===== config.mk =====
export PLATFORM = sky130hd
export DESIGN_NAME = msk_rnd_sched
export DESIGN_NICKNAME = d
export VERILOG_FILES = /design/src/rtl/msk_rnd_pkg.sv /design/src/rtl/msk_rnd_word_fifo.sv /design/src/rtl/msk_rnd_sched.sv
export SDC_FILE = /design/constraint.sdc
export NUM_CORES = 1
export LEC_CHECK = 0
export BUFFER_PORTS_ARGS = -buffer_cell sky130_fd_sc_hd__buf_4
export CORE_AREA = 2 2 53 55
export DETAILED_ROUTE_END_ITERATION = 8
export DIE_AREA = 0 0 55 57
export PLACE_DENSITY_LB_ADDON = 0.12
export SYNTH_ARGS = -nofsm -noshare
export SYNTH_HDL_FRONTEND = slang
export SYNTH_SLANG_ARGS = --single-unit

===== constraint.sdc =====
create_clock -name clk -period 2.35 [get_ports clk]
set_input_delay 0.235 -clock clk [delete_from_list [all_inputs] [get_ports clk]]
set_output_delay 0.235 -clock clk [all_outputs]
set_load 0.005 [all_outputs]

===== src/rtl/msk_rnd_pkg.sv =====
// msk_rnd_pkg: shared sizing helpers and round-robin pick for the masking randomness scheduler.
package msk_rnd_pkg;
  localparam int N_REQ_DEF = 4;
  localparam int RND_W_DEF = 2;
  localparam int REF_N_RND_DEF = 4;
  function automatic int k_of(int ref_n, int rnd_w);
    return ref_n / rnd_w;
  endfunction
  function automatic int cnt_w(int n);
    return n > 1 ? $clog2(n) : 1;
  endfunction
  function automatic bit cfg_ok(int n_req, int ref_n, int rnd_w);
    return rnd_w > 0 && ref_n >= rnd_w && ref_n % rnd_w == 0 && n_req >= 2 && n_req <= 16;
  endfunction
  localparam int K_DEF = k_of(REF_N_RND_DEF, RND_W_DEF);
  localparam int BC_W_DEF = cnt_w(K_DEF);
  localparam int PTR_W_DEF = cnt_w(N_REQ_DEF);
  // Returns {found, index} of the first set request at or after ptr, wrapping at n-1.
  function automatic logic [4:0] rr_pick(logic [15:0] req, logic [3:0] ptr, int n);
    logic [4:0] r;
    int idx;
    r = '0;
    for (int i = 0; i < 16; i++) begin
      idx = (int'(ptr) + i) % n;
      if (i < n && !r[4] && req[idx]) r = {1'b1, 4'(idx)};
    end
    return r;
  endfunction
endpackage


===== src/rtl/msk_rnd_word_fifo.sv =====
// msk_rnd_word_fifo: 2-entry word FIFO that clears every entry as it is popped.
module msk_rnd_word_fifo #(
  parameter int W = 4
) (
  input  logic         clk,
  input  logic         rst,
  input  logic         push,
  input  logic [W-1:0] push_data,
  input  logic         pop,
  output logic [W-1:0] head,
  output logic [1:0]   count
);
  logic [W-1:0] mem [2];
  logic rd, wr, push_ok, pop_ok;
  assign pop_ok = pop && count != 2'd0;
  assign push_ok = push && (count != 2'd2 || pop_ok);
  assign head = mem[rd];
  always_ff @(posedge clk or posedge rst)
    if (rst) begin
      mem[0] <= '0;
      mem[1] <= '0;
      rd <= 1'b0;
      wr <= 1'b0;
      count <= 2'd0;
    end else begin
      if (push_ok) begin
        mem[wr] <= push_data;
        wr <= !wr;
      end
      if (pop_ok) begin
        mem[rd] <= '0;
        rd <= !rd;
      end
      count <= count + {1'b0, push_ok} - {1'b0, pop_ok};
    end
endmodule


===== src/rtl/msk_rnd_sched.sv =====
// msk_rnd_sched: packs PRNG beats into refresh words and grants each word once, round-robin.
// Optional MSK_RND_SCHED_STARVE_CNT_EN adds a saturating starvation counter output.
module msk_rnd_sched
  import msk_rnd_pkg::*;
#(
  parameter int N_REQ = 4,
  parameter int RND_W = 2,
  parameter int REF_N_RND = 4
) (
  input  logic                 clk,
  input  logic                 rst,
  input  logic                 prng_valid,
  input  logic [RND_W-1:0]     prng_data,
  output logic                 prng_ready,
  input  logic [N_REQ-1:0]     req,
  output logic [N_REQ-1:0]     gnt,
  output logic [REF_N_RND-1:0] rnd_out,
  output logic [1:0]           words_avail
`ifdef MSK_RND_SCHED_STARVE_CNT_EN
  ,output logic [15:0]         starve_cnt
`endif
);
  localparam int K = k_of(REF_N_RND, RND_W);
  localparam int BC_W = cnt_w(K);
  localparam int PTR_W = cnt_w(N_REQ);
  if (!cfg_ok(N_REQ, REF_N_RND, RND_W)) begin : g_cfg_err
    $error("msk_rnd_sched: REF_N_RND must be a multiple of RND_W and N_REQ within 2..16");
  end
  logic [BC_W-1:0] beat_cnt;
  logic [REF_N_RND-1:0] asm_q, word, head;
  logic [PTR_W-1:0] rr_ptr;
  logic [1:0] count;
  logic [4:0] pick;
  logic last, accept, push, pop;
  assign last = beat_cnt == BC_W'(K - 1);
  assign prng_ready = !(last && count == 2'd2);
  assign accept = prng_valid && prng_ready;
  assign push = accept && last;
  assign pick = rr_pick(16'(req), 4'(rr_ptr), N_REQ);
  assign pop = count != 2'd0 && pick[4];
  assign words_avail = count;
  always_comb begin
    word = asm_q;
    word[int'(beat_cnt) * RND_W +: RND_W] = prng_data;
  end
  msk_rnd_word_fifo #(.W(REF_N_RND)) u_fifo (
    .clk(clk),
    .rst(rst),
    .push(push),
    .push_data(word),
    .pop(pop),
    .head(head),
    .count(count)
  );
  // A completed word leaves the assembly register zeroed so no bit lingers after hand-off.
  always_ff @(posedge clk or posedge rst)
    if (rst) begin
      beat_cnt <= '0;
      asm_q <= '0;
      rr_ptr <= '0;
      gnt <= '0;
      rnd_out <= '0;
    end else begin
      if (accept) begin
        beat_cnt <= last ? '0 : beat_cnt + BC_W'(1);
        asm_q <= last ? '0 : word;
      end
      gnt <= pop ? N_REQ'(1) << pick[3:0] : '0;
      rnd_out <= pop ? head : '0;
      if (pop) rr_ptr <= PTR_W'((int'(pick[3:0]) + 1) % N_REQ);
    end
`ifdef MSK_RND_SCHED_STARVE_CNT_EN
  always_ff @(posedge clk or posedge rst)
    if (rst) starve_cnt <= '0;
    else if (|req && count == 2'd0 && starve_cnt != 16'hFFFF) starve_cnt <= starve_cnt + 16'd1;
`endif
endmodule


==> qor.json, run 1 <==
{
  "crit_path_max_fanout": {"value": 7},
  "clk_pin_slew": {"value": 150, "unit": "ps"},
  "worst_setup_end_kind": {"value": "flip-flop"},
  "cts-buffers-inserted": {"value": 3},
  "finish.net_count": {"value": 160},
  "yosys_warnings": {"value": 0},
  "die_w": {"value": 55, "unit": "um"},
  "holdCritPathClass": {"value": "primary input to flip-flop"},
  "number_of_antenna_cells_inserted": {"value": 0},
  "routabilityCongestion": {"value": 0.853},
  "detail_route.wirelength": {"value": 2500, "unit": "um"},
  "syn-num-nets": {"value": 140},
  "cellInternalPower": {"value": 0.00117, "unit": "W"},
  "worst-endpoint-required": {"value": 2600, "unit": "ps"},
  "tns": {"value": 0, "unit": "ps"},
  "synth_top_area_cell": {"value": "dfrtp_1"},
  "synth.lib_cells_used.distinct": {"value": 35},
  "max_stage_delay": {"value": 450, "unit": "ps"},
  "ys_dominant_reg_cell": {"value": "dfrtp_1"},
  "insertion_delay": {"value": 320, "unit": "ps"},
  "synth-async-reset-ratio": {"value": 1.00},
  "run_status": {"value": "finished, final reports clean"},
  "timing.max_cap.violations": {"value": 0},
  "cts_tree": {"value": "yes"},
  "via_count": {"value": 955},
  "critPathKind": {"value": "flip-flop to flip-flop"},
  "post_cts_setup_buffers": {"value": 0},
  "report.power.total": {"value": 0.00192, "unit": "W"},
  "synth_top_area_share": {"value": 0.499},
  "power.static_leakage": {"value": 0.733, "unit": "nW"},
  "clock_power_share": {"value": 0.105},
  "layout_min_cycle_time": {"value": 1990, "unit": "ps"},
  "chipHeight": {"value": 57, "unit": "um"},
  "unrepaired_setup_endpoints_after_global_routing": {"value": "false"},
  "hpwl": {"value": 1880, "unit": "um"},
  "pin_count": {"value": 20},
  "mapped_cell_area": {"value": 1350, "unit": "sq um"},
  "worstHoldPathCells": {"value": 2},
  "maxClockFrequency": {"value": 501, "unit": "MHz"},
  "critical-path-slowest-cell": {"value": "dfrtp_1"},
  "drt_first_pass_iters": {"value": 4},
  "fin_skew": {"value": 8.27, "unit": "ps"},
  "final_util": {"value": 0.592},
  "detail_route.vias_per_cell": {"value": 5.46},
  "start_kind": {"value": "flip-flop"},
  "timing.max_slew.rel_slack": {"value": 0.673},
  "via_count_of_the_first_global_routing_pass": {"value": 956},
  "postCtsResizedCells": {"value": 0},
  "setup_viol_count_final": {"value": 0},
  "clock_tree.buffer_depth": {"value": 2},
  "filler_cell_count": {"value": 248},
  "area_growth_syn_to_layout": {"value": 14.3, "unit": "%"},
  "remaining_number_of_nets_flagged_by_the_antenna_check_after_routing": {"value": 0},
  "detailed_router_s_first_iteration_violation_count": {"value": 8},
  "area.sequential": {"value": 676, "unit": "sq um"},
  "synthesized_flop_and_latch_total": {"value": 27},
  "number_of_flops_mapped_to_enable_cells_by_yosys": {"value": 0},
  "multi_input_comb_area": {"value": 614, "unit": "sq um"},
  "postSynthAreaPerCell": {"value": 10.8, "unit": "sq um"},
  "finalHoldViolations": {"value": 0},
  "cp.arrival": {"value": 2250, "unit": "ps"},
  "route.detailed.drc": {"value": 0},
  "pin_count_of_the_biggest_net_entering_global_routing": {"value": 28},
  "min_period_over_period": {"value": 0.849},
  "vdd_ir_drop_max": {"value": 0.913, "unit": "mV"},
  "number_of_antenna_violations_at_the_first_check_in_global_routing": {"value": 0},
  "grt_pass1_wl": {"value": 4420, "unit": "um"},
  "share_comb_of_total_power": {"value": 0.467},
  "htree_levels": {"value": 1},
  "cts_root_buffer": {"value": "clkbuf_4"},
  "dieArea": {"value": 3140, "unit": "sq um"},
  "track_usage": {"value": 0.191},
  "power.density_cell_area": {"value": 1240, "unit": "nW/um^2"},
  "transition_at_the_pin_with_the_smallest_max_transition_slack": {"value": 490, "unit": "ps"},
  "fp.coreArea": {"value": 2620, "unit": "sq um"},
  "synth_area_leaders": {"value": "dfrtp_1 (50%), ha_1 (5.5%), a31oi_1 (3.7%)"},
  "starting_density": {"value": 0.518},
  "io_buffer_count": {"value": 19},
  "synth_cells": {"value": 125},
  "post_route_cells_drive_above_1_share": {"value": 0.222},
  "power_frac_seq": {"value": 0.427},
  "worstRegToRegCells": {"value": 8},
  "cts_num_sinks": {"value": 27},
  "power.switching": {"value": 0.000745, "unit": "W"},
  "globalRouteOverflowTotal": {"value": 0},
  "power.switching_fraction": {"value": 0.388},
  "cp_cell_sequence": {"value": "nor2_1 -> or2_1 -> inv_4 -> ha_1 -> inv_1 -> ha_1 -> xnor2_1 -> xnor2_1"},
  "rows": {"value": 19},
  "routedWlPerCell": {"value": 14.3, "unit": "um"},
  "synth.yosys.seq_area_share": {"value": 0.499},
  "drv_slew": {"value": 0}
}
kinds of logic after synthesis:
kind of cell	Yosys count	synth area share
adder cells (fa/ha/maj)	6	0.0555
buffers and inverters	13	0.0471
AO/OA/AOI/OAI	16	0.0813
flip-flops	27	0.499
AND/OR/NAND/NOR	49	0.210
multiplexers	10	0.0813
XOR/XNOR	4	0.0259
metrics by stage:
| stage | cell area, sq um | worst slack [ps] | instances | hold WS (ps) |
|---|---|---|---|---|
| 3_5_place_dp | 1510 | 360 | 170 | 323 |
| 5_1_grt | 1550 | 146 | 175 | 146 |
| 3_3_place_gp | 1510 | 431 | 170 | 318 |
| 6_report | 1550 | 356 | 175 | 141 |
| 2_1_floorplan | 1350 | 627 | 125 | 288 |
| 4_1_cts | 1550 | 320 | 175 | 141 |
cell type report:
class                   instances  area share
repair buffers                 22       0.108
well taps                      31      0.0251
multi-input cells              85       0.397
clock buffers                   4      0.0170
flip-flops and latches         27       0.437
inverters                       6      0.0162
critical path, delay by kind of cell (launching register included):
kind                     cells  cell delay [ps]
buffers and inverters        2              130
adder cells (fa/ha/maj)      2              460
AND/OR/NAND/NOR              2              570
flip-flops                   1              450
XOR/XNOR                     2              320
what timing repair did:
action	4_1_cts	5_1_grt
setup endpoints to repair	0	0
endpoints found under the hold margin	27	0
hold buffers	1	0
power by group through the flow:
| stage | logic [W] | registers (W) | clock network [W] |
|---|---|---|---|
| finish | 0.000897 | 0.000821 | 0.000202 |
| CTS | 0.000909 | 0.000822 | 0.000210 |
| detailed placement | 0.000901 | 0.000834 | 0 |
| global route | 0.00102 | 0.000859 | 0.000225 |
| global placement | 0.000881 | 0.000823 | 0 |
| floorplan | 0.000719 | 0.000751 | 0 |
sequential cells by signal, summed over array words and instances (netlist names):
register      cells
u_fifo.mem        8
rr_ptr            2
gnt               4
u_fifo.count      2
beat_cnt          1
u_fifo.rd         1
asm_q             4
u_fifo.wr         1
rnd_out           4
synthesized netlist by cell type, drive strengths merged (2+ instances only):
master and instances:
clkbuf 3, a31oi 8, mux2i 5, nor3 9
mux2 5, xnor2 4, nand2 3, nand3 2
nor2 9, inv 5, a22o 2, nor3b 2
and2 5, nand2b 3, dfrtp 27, ha 6
buf 4, nor4 9, nor2b 4
routing by layer:
metal / GRT usage / routed length [um] / up-vias
li1: - / - / 476
met1: 0.271 / 1180 / 453
met2: 0.301 / 1200 / 22
met3: 0.0236 / 96 / 4
met4: 0.0627 / 31 / 0
met5: 0 / 0 / -
worst paths after layout:
path / slack (ps) / to / startpoint
min in group asynchronous: 500 / u_fifo.rd$_DFFE_PP0P_ / rst
worst min-delay path: 140 / asm_q[0]$_DFFE_PP0N_ / prng_data[0]
worst max register to register: 360 / u_fifo.count[1]$_DFF_PP0_ / u_fifo.count[0]$_DFF_PP0_
worst max-delay path: 360 / u_fifo.count[1]$_DFF_PP0_ / u_fifo.count[0]$_DFF_PP0_
max in group asynchronous: 1590 / beat_cnt$_DFFE_PP0N_ / rst
worst min register to register: 520 / asm_q[1]$_DFFE_PP0N_ / asm_q[1]$_DFFE_PP0N_
cells in the final DEF (no fill, tap or decap), types with 2 or more instances in the layout:
master / Yosys / final
nor2b_1: 4 / 4
a22o_1: 2 / 2
mux2i_1: 5 / 5
xnor2_1: 4 / 4
nor2_1: 8 / 8
nor4_1: 8 / 8
dfrtp_1: 27 / 27
nor3b_1: 2 / 2
buf_4: 0 / 21
ha_1: 6 / 6
nor3_1: 9 / 9
mux2_2: 4 / 4
nand3_1: 2 / 2
and2_1: 5 / 5
nand2_1: 3 / 3
inv_1: 4 / 4
a31oi_1: 8 / 8
clkbuf_4: 0 / 3
nand2b_1: 3 / 3
(Power assumes the default switching activity.)
==> run 2, diff against run 1 <==
--- a/config.mk
+++ b/config.mk
@@ -5,10 +5,11 @@
 export SDC_FILE = /design/constraint.sdc
 export NUM_CORES = 1
 export LEC_CHECK = 0
+export ABC_AREA = 1
 export BUFFER_PORTS_ARGS = -buffer_cell sky130_fd_sc_hd__buf_4
-export CORE_AREA = 2 2 53 55
+export CORE_AREA = 2 2 60 62
 export DETAILED_ROUTE_END_ITERATION = 8
-export DIE_AREA = 0 0 55 57
+export DIE_AREA = 0 0 62 64
 export PLACE_DENSITY_LB_ADDON = 0.12
 export SYNTH_ARGS = -nofsm -noshare
 export SYNTH_HDL_FRONTEND = slang
==> constraint.sdc (replaced) <==
create_clock -name clk -period 1.7 [get_ports clk]
set_input_delay 0.17 -clock clk [delete_from_list [all_inputs] [get_ports clk]]
set_output_delay 0.17 -clock clk [all_outputs]
set_load 0.005 [all_outputs]
==> run 2 against run 1 <==
Compared with the run above: the run now ends with negative setup slack left; die area up 27%; flip-flop and latch count unchanged; routed wire length up 37%.
==> qor.json, run 2 <==
{
  "pin_count_of_the_biggest_net_entering_global_routing": {"value": 28, "change": "unchanged"},
  "layout.cells.most_common_list": {"value": "nand2_1 (60), buf_4 (38), inv_1 (27)", "change": "was dfrtp_1 (27), buf_4 (21), nor3_1 (9)"},
  "crit_path_max_fanout": {"value": 6, "change": "was 7"},
  "hpwl": {"value": 2310, "unit": "um", "change": "was 1880 um"},
  "yosys.area_share.simple": {"value": 0.340, "change": "was 0.210"},
  "share_comb_of_total_power": {"value": 0.689, "change": "was 0.467"},
  "area_growth_syn_to_layout": {"value": 33.8, "unit": "%", "change": "was 14.3%"},
  "clk_pin_slew": {"value": 160, "unit": "ps", "change": "was 150 ps"},
  "power.static_leakage": {"value": 1.20, "unit": "nW", "change": "was 0.733 nW"},
  "power_frac_seq": {"value": 0.245, "change": "was 0.427"},
  "via_count_of_the_first_global_routing_pass": {"value": 1433, "change": "was 956"},
  "synth_compound_gate_area_share": {"value": 0.0498, "change": "was 0.0813"},
  "detail_route.vias_per_cell": {"value": 4.68, "change": "was 5.46"},
  "post_route_cells_drive_above_1_share": {"value": 0.336, "change": "was 0.222"},
  "finalHoldViolations": {"value": 0, "change": "unchanged"},
  "htree_levels": {"value": 1, "change": "unchanged"},
  "combinational_family_with_the_most_area_after_synthesis": {"value": "simple AND/OR/NAND/NOR gates", "change": "unchanged"},
  "synth.area.mux_share": {"value": 0.0187, "change": "was 0.0813"},
  "cp.arrival": {"value": 2190, "unit": "ps", "change": "was 2250 ps"},
  "mapped_cell_area": {"value": 1610, "unit": "sq um", "change": "was 1350 sq um"},
  "chipHeight": {"value": 64, "unit": "um", "change": "was 57 um"},
  "timing.final.ws_setup": {"value": -245, "unit": "ps", "change": "was 356 ps"},
  "layoutNonFillerInstCount": {"value": 311, "change": "was 175"},
  "routedWlPerCell": {"value": 11.0, "unit": "um", "change": "was 14.3 um"},
  "synth_top_area_share": {"value": 0.421, "change": "was 0.499"},
  "max_ffs_per_register": {"value": 8, "change": "unchanged"},
  "holdCritPathClass": {"value": "primary input to flip-flop", "change": "unchanged"},
  "worstRegToRegCells": {"value": 13, "change": "was 8"},
  "synth.yosys.seq_area_share": {"value": 0.421, "change": "was 0.499"},
  "drv_slew": {"value": 0, "change": "unchanged"},
  "critPathKind": {"value": "flip-flop to flip-flop", "change": "unchanged"},
  "worst_setup_end_kind": {"value": "flip-flop", "change": "unchanged"},
  "cts_tree": {"value": "yes", "change": "unchanged"},
  "synthesized_flop_and_latch_total": {"value": 27, "change": "unchanged"},
  "via_count": {"value": 1457, "change": "was 955"},
  "placed_cells": {"value": 301, "change": "was 170"},
  "synth_top_area_cell": {"value": "dfrtp_1", "change": "unchanged"},
  "drt_first_pass_iters": {"value": 4, "change": "unchanged"},
  "syn-num-nets": {"value": 239, "change": "was 140"},
  "clock_power_share": {"value": 0.066, "change": "was 0.105"},
  "insertion_delay": {"value": 340, "unit": "ps", "change": "was 320 ps"},
  "largest-register": {"value": "u_fifo.mem", "change": "unchanged"},
  "setup_viol_count_final": {"value": 7, "change": "was 0"},
  "cellInternalPower": {"value": 0.00239, "unit": "W", "change": "was 0.00117 W"},
  "rows": {"value": 21, "change": "was 19"},
  "number_of_flops_mapped_to_enable_cells_by_yosys": {"value": 0, "change": "unchanged"},
  "fin_skew": {"value": 1.93, "unit": "ps", "change": "was 8.27 ps"},
  "pin_count": {"value": 20, "change": "unchanged"},
  "min_period_over_period": {"value": 1.14, "change": "was 0.849"},
  "postSynthAreaPerCell": {"value": 7.17, "unit": "sq um", "change": "was 10.8 sq um"},
  "critical_path.startpoint": {"value": "rr_ptr[0]$_DFFE_PP0P_", "change": "was u_fifo.count[0]$_DFF_PP0_"},
  "violations": {"value": "negative setup slack"},
  "synth.lib_cells_used.distinct": {"value": 22, "change": "was 35"},
  "vdd_ir_drop_max": {"value": 1.07, "unit": "mV", "change": "was 0.913 mV"},
  "fp.coreArea": {"value": 3280, "unit": "sq um", "change": "was 2620 sq um"},
  "cts-buffers-inserted": {"value": 3, "change": "unchanged"},
  "yosys_warnings": {"value": 0, "change": "unchanged"},
  "routabilityCongestion": {"value": 0.908, "change": "was 0.853"},
  "detail_route.wirelength": {"value": 3430, "unit": "um", "change": "was 2500 um"},
  "globalRouteOverflowTotal": {"value": 0, "change": "unchanged"},
  "post_synth_xor_area_fraction": {"value": 0.0109, "change": "was 0.0259"},
  "synth_cells": {"value": 224, "change": "was 125"},
  "detailed_router_s_first_iteration_violation_count": {"value": 112, "change": "was 8"},
  "power.switching": {"value": 0.00209, "unit": "W", "change": "was 0.000745 W"},
  "cts_root_buffer": {"value": "clkbuf_4", "change": "unchanged"},
  "worst_hold_startpoint": {"value": "prng_valid", "change": "was prng_data[0]"},
  "ys_dominant_reg_cell": {"value": "dfrtp_1", "change": "unchanged"},
  "clock_tree.buffer_depth": {"value": 2, "change": "unchanged"},
  "tns": {"value": -1040, "unit": "ps", "change": "was 0 ps"},
  "grt_pass1_wl": {"value": 6020, "unit": "um", "change": "was 4420 um"},
  "route.detailed.drc": {"value": 0, "change": "unchanged"},
  "place_ws": {"value": -223, "unit": "ps", "change": "was 360 ps"},
  "timing.max_cap.violations": {"value": 0, "change": "unchanged"},
  "start_kind": {"value": "flip-flop", "change": "unchanged"},
  "cts_num_sinks": {"value": 27, "change": "unchanged"},
  "remaining_number_of_nets_flagged_by_the_antenna_check_after_routing": {"value": 0, "change": "unchanged"},
  "io_buffer_count": {"value": 19, "change": "unchanged"},
  "final_util": {"value": 0.654, "change": "was 0.592"},
  "starting_density": {"value": 0.489, "change": "was 0.518"},
  "layout_min_cycle_time": {"value": 1950, "unit": "ps", "change": "was 1990 ps"},
  "synth-async-reset-ratio": {"value": 1.00, "change": "unchanged"},
  "timing.max_slew.rel_slack": {"value": 0.696, "change": "was 0.673"},
  "post_dp_cell_area": {"value": 1930, "unit": "sq um", "change": "was 1510 sq um"},
  "worstHoldPathCells": {"value": 3, "change": "was 2"},
  "worst-endpoint-required": {"value": 1940, "unit": "ps", "change": "was 2600 ps"},
  "transition_at_the_pin_with_the_smallest_max_transition_slack": {"value": 456, "unit": "ps", "change": "was 490 ps"},
  "power.density_cell_area": {"value": 2090, "unit": "nW/um^2", "change": "was 1240 nW/um^2"},
  "track_usage": {"value": 0.198, "change": "was 0.191"},
  "r2r-start": {"value": "rr_ptr[0]$_DFFE_PP0P_", "change": "was u_fifo.count[0]$_DFF_PP0_"},
  "die_w": {"value": 62, "unit": "um", "change": "was 55 um"},
  "synth_commonest_cells": {"value": "nand2_1 (75), inv_1 (33), dfrtp_1 (27)", "change": "was dfrtp_1 (27), nor3_1 (9), a31oi_1 (8), nor2_1 (8), nor4_1 (8)"},
  "number_of_antenna_violations_at_the_first_check_in_global_routing": {"value": 0, "change": "unchanged"},
  "synth_fa_ha_area_frac": {"value": 0.0467, "change": "was 0.0555"},
  "number_of_antenna_cells_inserted": {"value": 0, "change": "unchanged"},
  "post-route-cell-area": {"value": 2150, "unit": "sq um", "change": "was 1550 sq um"},
  "dieArea": {"value": 3970, "unit": "sq um", "change": "was 3140 sq um"},
  "maxClockFrequency": {"value": 514, "unit": "MHz", "change": "was 501 MHz"},
  "most_instantiated_library_cell_after_synthesis": {"value": "nand2_1", "change": "was dfrtp_1"},
  "synth_area_leaders": {"value": "dfrtp_1 (42%), nand2_1 (18%), inv_1 (7.7%)", "change": "was dfrtp_1 (50%), ha_1 (5.5%), a31oi_1 (3.7%)"},
  "finish.net_count": {"value": 281, "change": "was 160"},
  "unrepaired_setup_endpoints_after_global_routing": {"value": "true", "change": "was false"},
  "run_status": {"value": "complete, but fails checks", "change": "was finished, final reports clean"},
  "power.switching_fraction": {"value": 0.466, "change": "was 0.388"},
  "mostFrequentLayoutCell": {"value": "nand2_1", "change": "was dfrtp_1"}
}
-- run 2: cell types whose count changed in the layout (fill, tap and decap cells not counted), moves of 8 or more --
cell     before  now
nor2_1        8   26
nand2_1       3   60
a31oi_1       8    0
nand3_1       2   15
o21ai_0       1   11
inv_1         4   27
buf_4        21   38
nand2_2       0   14
nor3_1        9    0
nor4_1        8    0
-- run 2: worst paths after layout --
| check | to | slack [ps] |
|---|---|---|
| worst max-delay path | u_fifo.count[1]$_DFF_PP0_ | -250 |
| worst min-delay path | asm_q[0]$_DFFE_PP0N_ | 60 |
| worst max register to register | u_fifo.count[1]$_DFF_PP0_ | -250 |
| max in group asynchronous | rr_ptr[0]$_DFFE_PP0P_ | 990 |
| min in group asynchronous | rnd_out[2]$_DFF_PP0_ | 430 |
| worst min register to register | asm_q[0]$_DFFE_PP0N_ | 500 |
-- run 2: what timing repair did --
action	CTS	global route
setup endpoints to repair	9	21
hold endpoints to repair	27	0
pin swaps	6	12
resized for setup	11	30
hold buffers	1	0
buffers inserted	4	2
-- run 2: area by class of cell --
cell class / instances / area (sq um)
Clock buffer: 3 / 22.5
Clock inverter: 1 / 7.51
Fill cell: 296 / 1130
Inverter: 34 / 133
Multi-Input combinational cell: 156 / 901
Sequential cell: 27 / 677
Tap cell: 46 / 57.6
Timing Repair Buffer: 44 / 352
-- run 2: power groups by stage --
stage	Combinational (W)	Clock, W	Sequential, W
after floorplan	0.00188	0	0.00102
after global placement	0.00256	0	0.00109
after detailed placement	0.00258	0	0.00109
after CTS	0.00273	0.000310	0.00109
after global routing	0.00350	0.000342	0.00113
final	0.00309	0.000298	0.00110
-- run 2: cells by family after synthesis --
kind of cell,after synthesis
multiplexers,3
adder cells (fa/ha/maj),6
flip-flops,27
AO/OA/AOI/OAI,16
XOR/XNOR,2
AND/OR/NAND/NOR,129
buffers and inverters,41
-- run 2: metrics by stage --
stage | hold WS, ps | total power, W
floorplan | 223 | 0.00289
global placement | 259 | 0.00365
detailed placement | 261 | 0.00367
CTS | 50.7 | 0.00413
global route | 56.7 | 0.00498
finish | 64.0 | 0.00449
-- run 2: per-layer routing --
metal,GRT usage,part of all wire,vias up
met5,0,0,-
met4,0.0771,0.011,0
met3,0.0344,0.034,6
met2,0.307,0.46,37
met1,0.268,0.49,652
li1,-,-,762
-- run 2: worst max-delay path, cell delays in order (launching register included) --
cell and delay, ps:
dfrtp_2 500, buf_6 160, nand2_2 60, nand2_2 60
nand2_1 90, nand2_2 70, nor2_4 120, nand3b_4 120
nand2_4 100, inv_4 40, ha_4 240, inv_2 30
ha_4 140, xnor2_1 110
